`src/rtl/calc_pkg.sv`:
```
// Shared types and constants for the calculator display path.
package calc_pkg;

  typedef enum logic [1:0] {
    IDLE,
    CONV,
    DONE
  } state_t;

  localparam int              DIGIT_W    = 4;
  localparam logic [4:0]      SIGN_PLUS  = 5'd0;
  localparam logic [4:0]      SIGN_MINUS = 5'd1;
  localparam logic [DIGIT_W-1:0] BCD_NINE = 4'd9;

endpackage

```
`src/rtl/bcd_adjust_digit.sv`:
```
// One double-dabble correction step: add 3 to a BCD nibble that is 5 or more.
module bcd_adjust_digit
  import calc_pkg::*;
(
  input  logic [DIGIT_W-1:0] nibble,
  output logic [DIGIT_W-1:0] adjusted
);

  assign adjusted = (nibble >= 4'd5) ? nibble + 4'd3 : nibble;

endmodule

```
`src/rtl/bcd_result_formatter.sv`:
```
// Sequential signed-binary to BCD converter (double dabble) with start/done handshake.
// Define BCD_SATURATE_EN to show 9,9,9 for magnitudes above MAX_MAG.
module bcd_result_formatter
  import calc_pkg::*;
#(
  parameter int W       = 11,
  parameter int MAX_MAG = 999
) (
  input  logic               clk,
  input  logic               reset,
  input  logic               start,
  input  logic [W-1:0]       value,
  output logic               busy,
  output logic               done,
  output logic [DIGIT_W-1:0] ones,
  output logic [DIGIT_W-1:0] tens,
  output logic [DIGIT_W-1:0] hundreds,
  output logic [4:0]         sign,
  output logic               ovf
);

  localparam int BCD_W = 4 * DIGIT_W;
  localparam int CNT_W = $clog2(W + 1);

  state_t           state, state_next;
  logic [W-1:0]     mag;
  logic [W-1:0]     abs_value;
  logic [BCD_W-1:0] bcd;
  logic [BCD_W-1:0] bcd_adj;
  logic [CNT_W-1:0] cnt;
  logic             neg;
  logic             big;
  logic             accept;

  // Two's-complement negate in W bits: the most negative value maps to 2^(W-1) unsigned.
  assign abs_value = value[W-1] ? (~value + W'(1)) : value;
  assign accept    = start && ((state == IDLE) || (state == DONE));
  assign busy      = (state == CONV);

  for (genvar d = 0; d < 4; d++) begin : g_adj
    bcd_adjust_digit u_adj (
      .nibble  (bcd[d*DIGIT_W +: DIGIT_W]),
      .adjusted(bcd_adj[d*DIGIT_W +: DIGIT_W])
    );
  end

  // NOTE: every variable assigned in always_comb gets a default first so no latch is inferred.
  always_comb begin
    state_next = state;
    case (state)
      IDLE:    if (start) state_next = CONV;
      CONV:    if (cnt == CNT_W'(W - 1)) state_next = DONE;
      DONE:    state_next = start ? CONV : IDLE;
      default: state_next = IDLE;
    endcase
  end

  // NOTE: sequential state uses non-blocking assignments so all registers update from pre-edge values.
  always_ff @(posedge clk) begin
    if (!reset) begin
      state    <= IDLE;
      mag      <= '0;
      bcd      <= '0;
      cnt      <= '0;
      neg      <= 1'b0;
      big      <= 1'b0;
      done     <= 1'b0;
      ones     <= '0;
      tens     <= '0;
      hundreds <= '0;
      sign     <= SIGN_PLUS;
      ovf      <= 1'b0;
    end else begin
      state <= state_next;
      done  <= 1'b0;

      if (accept) begin
        neg <= value[W-1];
        mag <= abs_value;
        big <= int'(abs_value) > MAX_MAG;
        bcd <= '0;
        cnt <= '0;
      end else if (state == CONV) begin
        {bcd, mag} <= {bcd_adj, mag} << 1;
        cnt        <= cnt + CNT_W'(1);
      end

      // Results publish from the previous conversion's neg/big even when a new start lands here.
      if (state == DONE) begin
        done <= 1'b1;
        sign <= neg ? SIGN_MINUS : SIGN_PLUS;
        ovf  <= big;
`ifdef BCD_SATURATE_EN
        if (big) begin
          ones     <= BCD_NINE;
          tens     <= BCD_NINE;
          hundreds <= BCD_NINE;
        end else begin
          ones     <= bcd[0*DIGIT_W +: DIGIT_W];
          tens     <= bcd[1*DIGIT_W +: DIGIT_W];
          hundreds <= bcd[2*DIGIT_W +: DIGIT_W];
        end
`else
        ones     <= bcd[0*DIGIT_W +: DIGIT_W];
        tens     <= bcd[1*DIGIT_W +: DIGIT_W];
        hundreds <= bcd[2*DIGIT_W +: DIGIT_W];
`endif
      end
    end
  end

endmodule

```
`config.mk`:
```
export PLATFORM = sky130hd
export DESIGN_NAME = bcd_result_formatter
export DESIGN_NICKNAME = d
export VERILOG_FILES = /design/src/rtl/calc_pkg.sv /design/src/rtl/bcd_adjust_digit.sv /design/src/rtl/bcd_result_formatter.sv
export SDC_FILE = /design/constraint.sdc
export NUM_CORES = 1
export LEC_CHECK = 0
export ABC_AREA = 1
export CAP_MARGIN = 20
export CORE_MARGIN = 1
export CORE_UTILIZATION = 45
export CTS_CLUSTER_DIAMETER = 150
export DETAILED_ROUTE_END_ITERATION = 16
export GPL_ROUTABILITY_DRIVEN = 1
export PLACE_DENSITY = 0.75
export SYNTH_ARGS = -nofsm -noshare
export SYNTH_HDL_FRONTEND = slang
export SYNTH_SLANG_ARGS = --single-unit
```
`constraint.sdc`:
```
create_clock -name clk -period 1.4 [get_ports clk]
set_input_delay 0.28 -clock clk [delete_from_list [all_inputs] [get_ports clk]]
set_output_delay 0.28 -clock clk [all_outputs]
set_load 0.01 [all_outputs]
```
==> results.sh, run 1 <==
export IMPL_status="completed"
export IMPL_synthCells=322
export IMPL_clock_sinks=46
export IMPL_grt_pass1_wl_um=8480
export IMPL_top_usage_layer="met2"
export IMPL_synth_edff_count=0
export IMPL_ys_top_cells_by_count="nand2_1 (68), dfxtp_1 (46), inv_1 (34), o21ai_0 (34), a21oi_1 (33)"
export IMPL_grt_max_degree=24
export IMPL_first_pass_iters=4
export IMPL_hold_viol=0
export IMPL_numCtsBuffers=5
export IMPL_hold_end="mag[0]$_SDFFE_PN0P_"
export IMPL_core_area_um2=4848
export IMPL_crit_path_end_kind="flip-flop"
export IMPL_track_usage_pct=20.35
export IMPL_maxCapViolCount=0
export IMPL_fin_crit_sh_pct=92.89
export IMPL_crit_type="flip-flop to flip-flop"
export IMPL_syn_area_per_cell_um2=7.192
export IMPL_grt_pass1_vias=1995
export IMPL_finClkSkew_ns=0.01028
export IMPL_vias_per_cell=4.821
export IMPL_synth_area_leader_cell="dfxtp_1"
export IMPL_htree_num_levels=2
export IMPL_ys_flop_type="dfxtp_1"
export IMPL_peakVddDrop_mv=0.7454
export IMPL_critPathLaunchType="flip-flop"
export IMPL_use_met2_pct=33.23
export IMPL_portBuffers=29
export IMPL_clock_path_buffers=2
export IMPL_drtAntennaViolNets=0
export IMPL_rsz0062_at_grt="no"
export IMPL_cellLeakagePower_uw=0.001499
export IMPL_root_buffer="clkbuf_8"
export IMPL_whs_path_depth=4
export IMPL_die_w_um=73.74
export IMPL_antenna_found_initial=0
export IMPL_met3_usage_pct=5.350
export IMPL_path_max_fanout=4
export IMPL_synth_area_um2=2316
export IMPL_synth_area_leaders="dfxtp_1 (40%), nand2_1 (11%), o21ai_0 (7.3%)"
export IMPL_nets=407
export IMPL_setup_violations_final=0
export IMPL_multi_input_area_um2=1214
export IMPL_arrival_ns=1.51
export IMPL_cts_tree="done"
export IMPL_cp_required_ns=1.61
export IMPL_dp_hpwl_um=3646
export IMPL_ys_ff_latch=46
export IMPL_drc=0
export IMPL_drive_gt1_share_pct=22.86
export IMPL_r2r_start="bcd[0]$_SDFFE_PP0P_"
export IMPL_synth_warnings=0
export IMPL_min_from="value[0]"
export IMPL_synth_cell_types=32
export IMPL_synth_async_reset_ratio_pct=0
export IMPL_wl_per_cell_um=10.90
export IMPL_rr_endpoint="bcd[1]$_SDFFE_PP0P_"
export IMPL_start_util_pct=47.77
export IMPL_place_gp_congestion=0.7930
export IMPL_routed_wl_um=4926
export IMPL_die_h_um=73.74
export IMPL_vias=2179
export IMPL_fin_crit_ns=1.300
export IMPL_n_antenna_cell=0
export IMPL_initialDrtViolationCount=96
export IMPL_use_met1_pct=26.40
export IMPL_fillers=426
export IMPL_area_delta_synth_final_pct=31.28
export IMPL_num_rows=25
export IMPL_setup_slack_ns=0.09952
export IMPL_yosysTopAreaCellShare_pct=39.76
export IMPL_fmax_mhz=769.0
export IMPL_grt_overflow=0
export IMPL_ff2ff_setup_slack_ns=0.1
export IMPL_ys_seq_area_share_pct=39.76
export IMPL_yosysMostFrequentCell="nand2_1"
export IMPL_insertion_delay_ns=0.31
export IMPL_ios=34
export IMPL_post_place_ws_ns=-0.4005
export IMPL_dieArea_um2=5438
export IMPL_slew_viol_final=0
export IMPL_finalSetupTns_ns=0
export IMPL_clkTransAtPathRegs_ns=0.09
export IMPL_seq_area_um2=924.6
export IMPL_powerDensity_nw_per_um2=861.0
export IMPL_hold_path_class="input port to flip-flop"
export IMPL_r2r_cells=8
[cell families (layout without fill, tap and decap cells)]
| logic type | after synthesis | in the layout | synth area share (%) |
|---|---|---|---|
| XOR/XNOR | 6 | 6 | 2.269 |
| adder cells (fa/ha/maj) | 9 | 9 | 4.862 |
| AO/OA/AOI/OAI | 78 | 78 | 17.99 |
| AND/OR/NAND/NOR | 125 | 125 | 23.99 |
| other | 1 | 4 | 0.1619 |
| buffers and inverters | 57 | 117 | 10.97 |
| flip-flops | 46 | 46 | 39.76 |
[cell usage in the layout, fill, tap and decap left out, drive strengths merged]
master | Yosys | routed
conb | 1 | 4
buf | 11 | 37
or2 | 1 | 1
ha | 9 | 9
o221ai | 1 | 1
dfxtp | 46 | 46
inv | 43 | 43
a21oi | 34 | 34
nand3 | 17 | 17
a22o | 1 | 1
nor3 | 1 | 1
nor2 | 30 | 30
o21ai | 37 | 37
nor4 | 1 | 1
xor2 | 6 | 6
nand2 | 73 | 73
dlymetal6s2s | 0 | 6
dlygate4sd2 | 0 | 16
clkinv | 0 | 2
a31oi | 3 | 3
a221oi | 2 | 2
clkdlybuf4s50 | 0 | 6
clkbuf | 3 | 7
nand4 | 2 | 2
[area by class of cell]
class / count / area share [%]
multi-input combinational: 222 / 39.92
sequential: 46 / 30.41
timing repair buffer: 66 / 18.60
inverter: 43 / 5.473
tap: 67 / 2.757
clock buffer: 6 / 2.387
clock inverter: 2 / 0.4527
[worst max-delay path by stage]
stage,startpoint,endpoint,slack (ns)
4_1_cts,value[0],big$_SDFFE_PN0P_,0.002
2_1_floorplan,bcd[0]$_SDFFE_PP0P_,bcd[1]$_SDFFE_PP0P_,0.13
5_1_grt,state[0]$_SDFFE_PN0P_,cnt[3]$_SDFFE_PP0P_,0.002
3_3_place_gp,value[1],big$_SDFFE_PN0P_,-0.35
3_5_place_dp,value[1],big$_SDFFE_PN0P_,-0.40
6_report,bcd[0]$_SDFFE_PP0P_,bcd[1]$_SDFFE_PP0P_,0.1
[per-stage QoR]
step                      utilization, %  std cells  hold slack (ns)  cell area, um^2  total power, uW
final                              62.71        452           0.4156             3040             2618
after global routing               62.71        452           0.4439             3040             2749
after CTS                          60.95        450           0.4678             2955             2618
after detailed placement           59.07        441           0.4537             2864             1823
after global placement             59.07        441           0.4475             2864             1815
after floorplan                        -        325           0.4184             2327             1644
[flip-flops by register name, indices dropped and copies added, names as in the netlist]
signal    cells
neg           1
ovf           1
bcd          12
state         2
cnt           4
done          1
tens          4
hundreds      4
sign          1
big           1
ones          4
mag          11
[routing by layer]
layer / up-vias / wire, um
met2: 49 / 2238
met5: - / 0
met4: 0 / 55
met3: 5 / 205
li1: 1156 / -
met1: 969 / 2427
[repair_timing]
action	4_1_cts	5_1_grt
gates cloned	0	0
hold buffers	0	0
setup endpoints to repair	23	16
buffers inserted	1	2
resized for setup	26	32
pin swaps	4	9
[power breakdown]
part,switching [uW],total (uW),internal (uW)
clock,444,797,352
combinational,246,450,205
sequential,23.9,1370,1350
[worst max-delay path, stage by stage (launching register included)]
cell and delay, ns:
dfxtp_2 0.35, inv_1 0.09, ha_2 0.18, inv_1 0.05, o21ai_2 0.11, nand2_2 0.09, xor2_1 0.14, o21ai_0 0.14
inv_1 0.06
(Power assumes the default switching activity.)
==> inputs of run 2 (changes only) <==
- TNS_END_PERCENT: not set -> 50
==> run 2 against run 1 <==
  * Sequential cell count is the same
  * First-iteration DRC count grew 6.3%
  * Combinational power is essentially flat
  * Worst setup slack lost 0.017 ns
  * Critical endpoint is now bcd[5]$_SDFFE_PP0P_
  * Total power is essentially flat
  * Clock power is essentially flat
  * Routed wire length grew 0.53%
  * Final cell count shrank 0.22%
  * Critical path type unchanged
  * Largest cell class unchanged
  * Final area shrank 0.33%
  * Highest routed layer unchanged
  * Die area is the same
==> results.sh, run 2 (same netlist as run 1, synthesis figures left out) <==
export IMPL_final_cells=451
export IMPL_dpl_cell_area_um2=2864
export IMPL_slowest_delay_ns=0.35
export IMPL_powerDensity_nw_per_um2=864.1
export IMPL_cp_cell_sequence="inv_2 > ha_1 > o21ai_0 > nand2_1 > xor2_1 > o21ai_1 > inv_1"
export IMPL_die_h_um=73.74
export IMPL_drc=0
export IMPL_first_pass_iters=4
export IMPL_vias_per_cell=4.774
export IMPL_holdBufCountCts=0
export IMPL_path_max_fanout=4
export IMPL_drive_gt1_share_pct=21.88
export IMPL_power_frac_seq_pct=52.4
export IMPL_p_int_uw=1905
export IMPL_fin_crit_ns=1.318
export IMPL_portBuffers=29
export IMPL_cts_tree="done"
export IMPL_initialDrtViolationCount=102
export IMPL_die_w_um=73.74
export IMPL_core_area_um2=4848
export IMPL_cellLeakagePower_uw=0.001499
export IMPL_setup_violations_final=0
export IMPL_nets=406
export IMPL_hold_path_class="input port to flip-flop"
export IMPL_drtAntennaViolNets=0
export IMPL_insertion_delay_ns=0.31
export IMPL_n_antenna_cell=0
export IMPL_htree_num_levels=2
export IMPL_p_comb_share_pct=17.2
export IMPL_final_common_cell="nand2_1"
export IMPL_hold_worst_slack_ns=0.4200
export IMPL_seq_area_um2=927.1
export IMPL_grt_max_degree=24
export IMPL_vias=2153
export IMPL_peakVddDrop_mv=0.7477
export IMPL_rsz0062_at_grt="yes"
export IMPL_grt_overflow=0
export IMPL_critPathSlowestCell="dfxtp_2"
export IMPL_fmax_mhz=758.9
export IMPL_numCtsBuffers=5
export IMPL_cp_required_ns=1.60
export IMPL_final_cell_mix="nand2_1 (68), dfxtp_1 (41), buf_4 (34)"
export IMPL_fin_crit_sh_pct=94.12
export IMPL_top_register="bcd"
export IMPL_crit_path_end_kind="flip-flop"
export IMPL_clkTransAtPathRegs_ns=0.08
export IMPL_reg_top3="bcd x12, mag x11"
export IMPL_clock_sinks=46
export IMPL_post_route_util_pct=62.50
export IMPL_swShare_pct=27.27
export IMPL_area_delta_synth_final_pct=30.85
export IMPL_critPathTopFamily="flip-flops"
export IMPL_num_rows=25
export IMPL_hold_viol=0
export IMPL_grt_pass1_vias=1974
export IMPL_placed_cells=441
export IMPL_status="completed"
export IMPL_place_gp_congestion=0.7930
export IMPL_wl_per_cell_um=10.98
export IMPL_grt_pass1_wl_um=8397
export IMPL_crit_type="flip-flop to flip-flop"
export IMPL_dieArea_um2=5438
export IMPL_critPathLaunchType="flip-flop"
export IMPL_multi_input_area_um2=1209
export IMPL_slew_viol_final=0
export IMPL_finClkSkew_ns=0.007231
export IMPL_switchingPower_uw=714.1
export IMPL_start_util_pct=47.77
export IMPL_dp_hpwl_um=3646
export IMPL_p_clk_share_pct=30.4
export IMPL_track_usage_pct=20.18
export IMPL_clock_path_buffers=2
export IMPL_root_buffer="clkbuf_8"
export IMPL_largest_reg_flops=12
export IMPL_fillers=432
export IMPL_antenna_found_initial=0
export IMPL_arrival_ns=1.52
export IMPL_path_buf_inv=2
export IMPL_finalSetupTns_ns=0
export IMPL_routed_wl_um=4952
export IMPL_fin_area_um2=3030
export IMPL_maxCapViolCount=0
export IMPL_ios=34
-- run 2: cell count changes in the layout (fill, tap and decap cells not counted), moves of 2 or more --
cell     change
dfxtp_1      -2
dfxtp_2      +2
ha_2         -2
nand2_1      +2
nand2_2      -2
o21ai_1      +2
o21ai_2      -2
-- run 2: power groups by stage --
| stage | Sequential, uW | Clock (uW) | Combinational [uW] |
|---|---|---|---|
| after detailed placement | 1400 | 0 | 424 |
| after floorplan | 1390 | 0 | 250 |
| after global routing | 1380 | 867 | 505 |
| after CTS | 1370 | 819 | 428 |
| after global placement | 1400 | 0 | 416 |
| final | 1370 | 797 | 450 |
-- run 2: cell type report --
cell class                 instances  area share (%)
sequential                        46           30.59
clock buffer                       6           2.395
clock inverter                     2          0.4542
tap                               67           2.766
timing repair buffer              65           18.41
multi-input combinational        222           39.88
inverter                          43           5.491
-- run 2: worst min-delay path, cell delays in order --
cell and delay [ns]:
dlymetal6s2s_1 0.14, buf_4 0.15, nand2_1 0.06, a21oi_1 0.06
-- run 2: metrics by stage --
step           power, uW  worst slack (ns)
3_5_place_dp        1823           -0.4005
3_3_place_gp        1815           -0.3528
2_1_floorplan       1644            0.1298
6_report            2619           0.08238
5_1_grt             2750          -0.07966
4_1_cts             2616          -0.02832
-- run 2: worst paths after layout --
path,from,end,slack [ns],depth (start not counted)
setup / recovery,bcd[5]$_SDFFE_PP0P_,bcd[5]$_SDFFE_PP0P_,0.08,7
hold / removal,value[0],mag[0]$_SDFFE_PN0P_,0.42,4
setup reg to reg,bcd[5]$_SDFFE_PP0P_,bcd[5]$_SDFFE_PP0P_,0.08,7
hold reg to reg,bcd[7]$_SDFFE_PP0P_,bcd[7]$_SDFFE_PP0P_,0.47,2
-- run 2: what timing repair did --
item,in CTS,in global routing
setup buffers,0,2
endpoints found under the setup margin,23,16
gates resized for setup,21,35
pin swaps,3,10
-- run 2: layer usage --
layer / up-vias / wire length [um] / track usage (%)
li1: 1149 / - / -
met1: 975 / 2480 / 26.23
met2: 24 / 2274 / 32.82
met3: 5 / 142 / 5.350
met4: 0 / 55 / 5.769
met5: - / 0 / 0
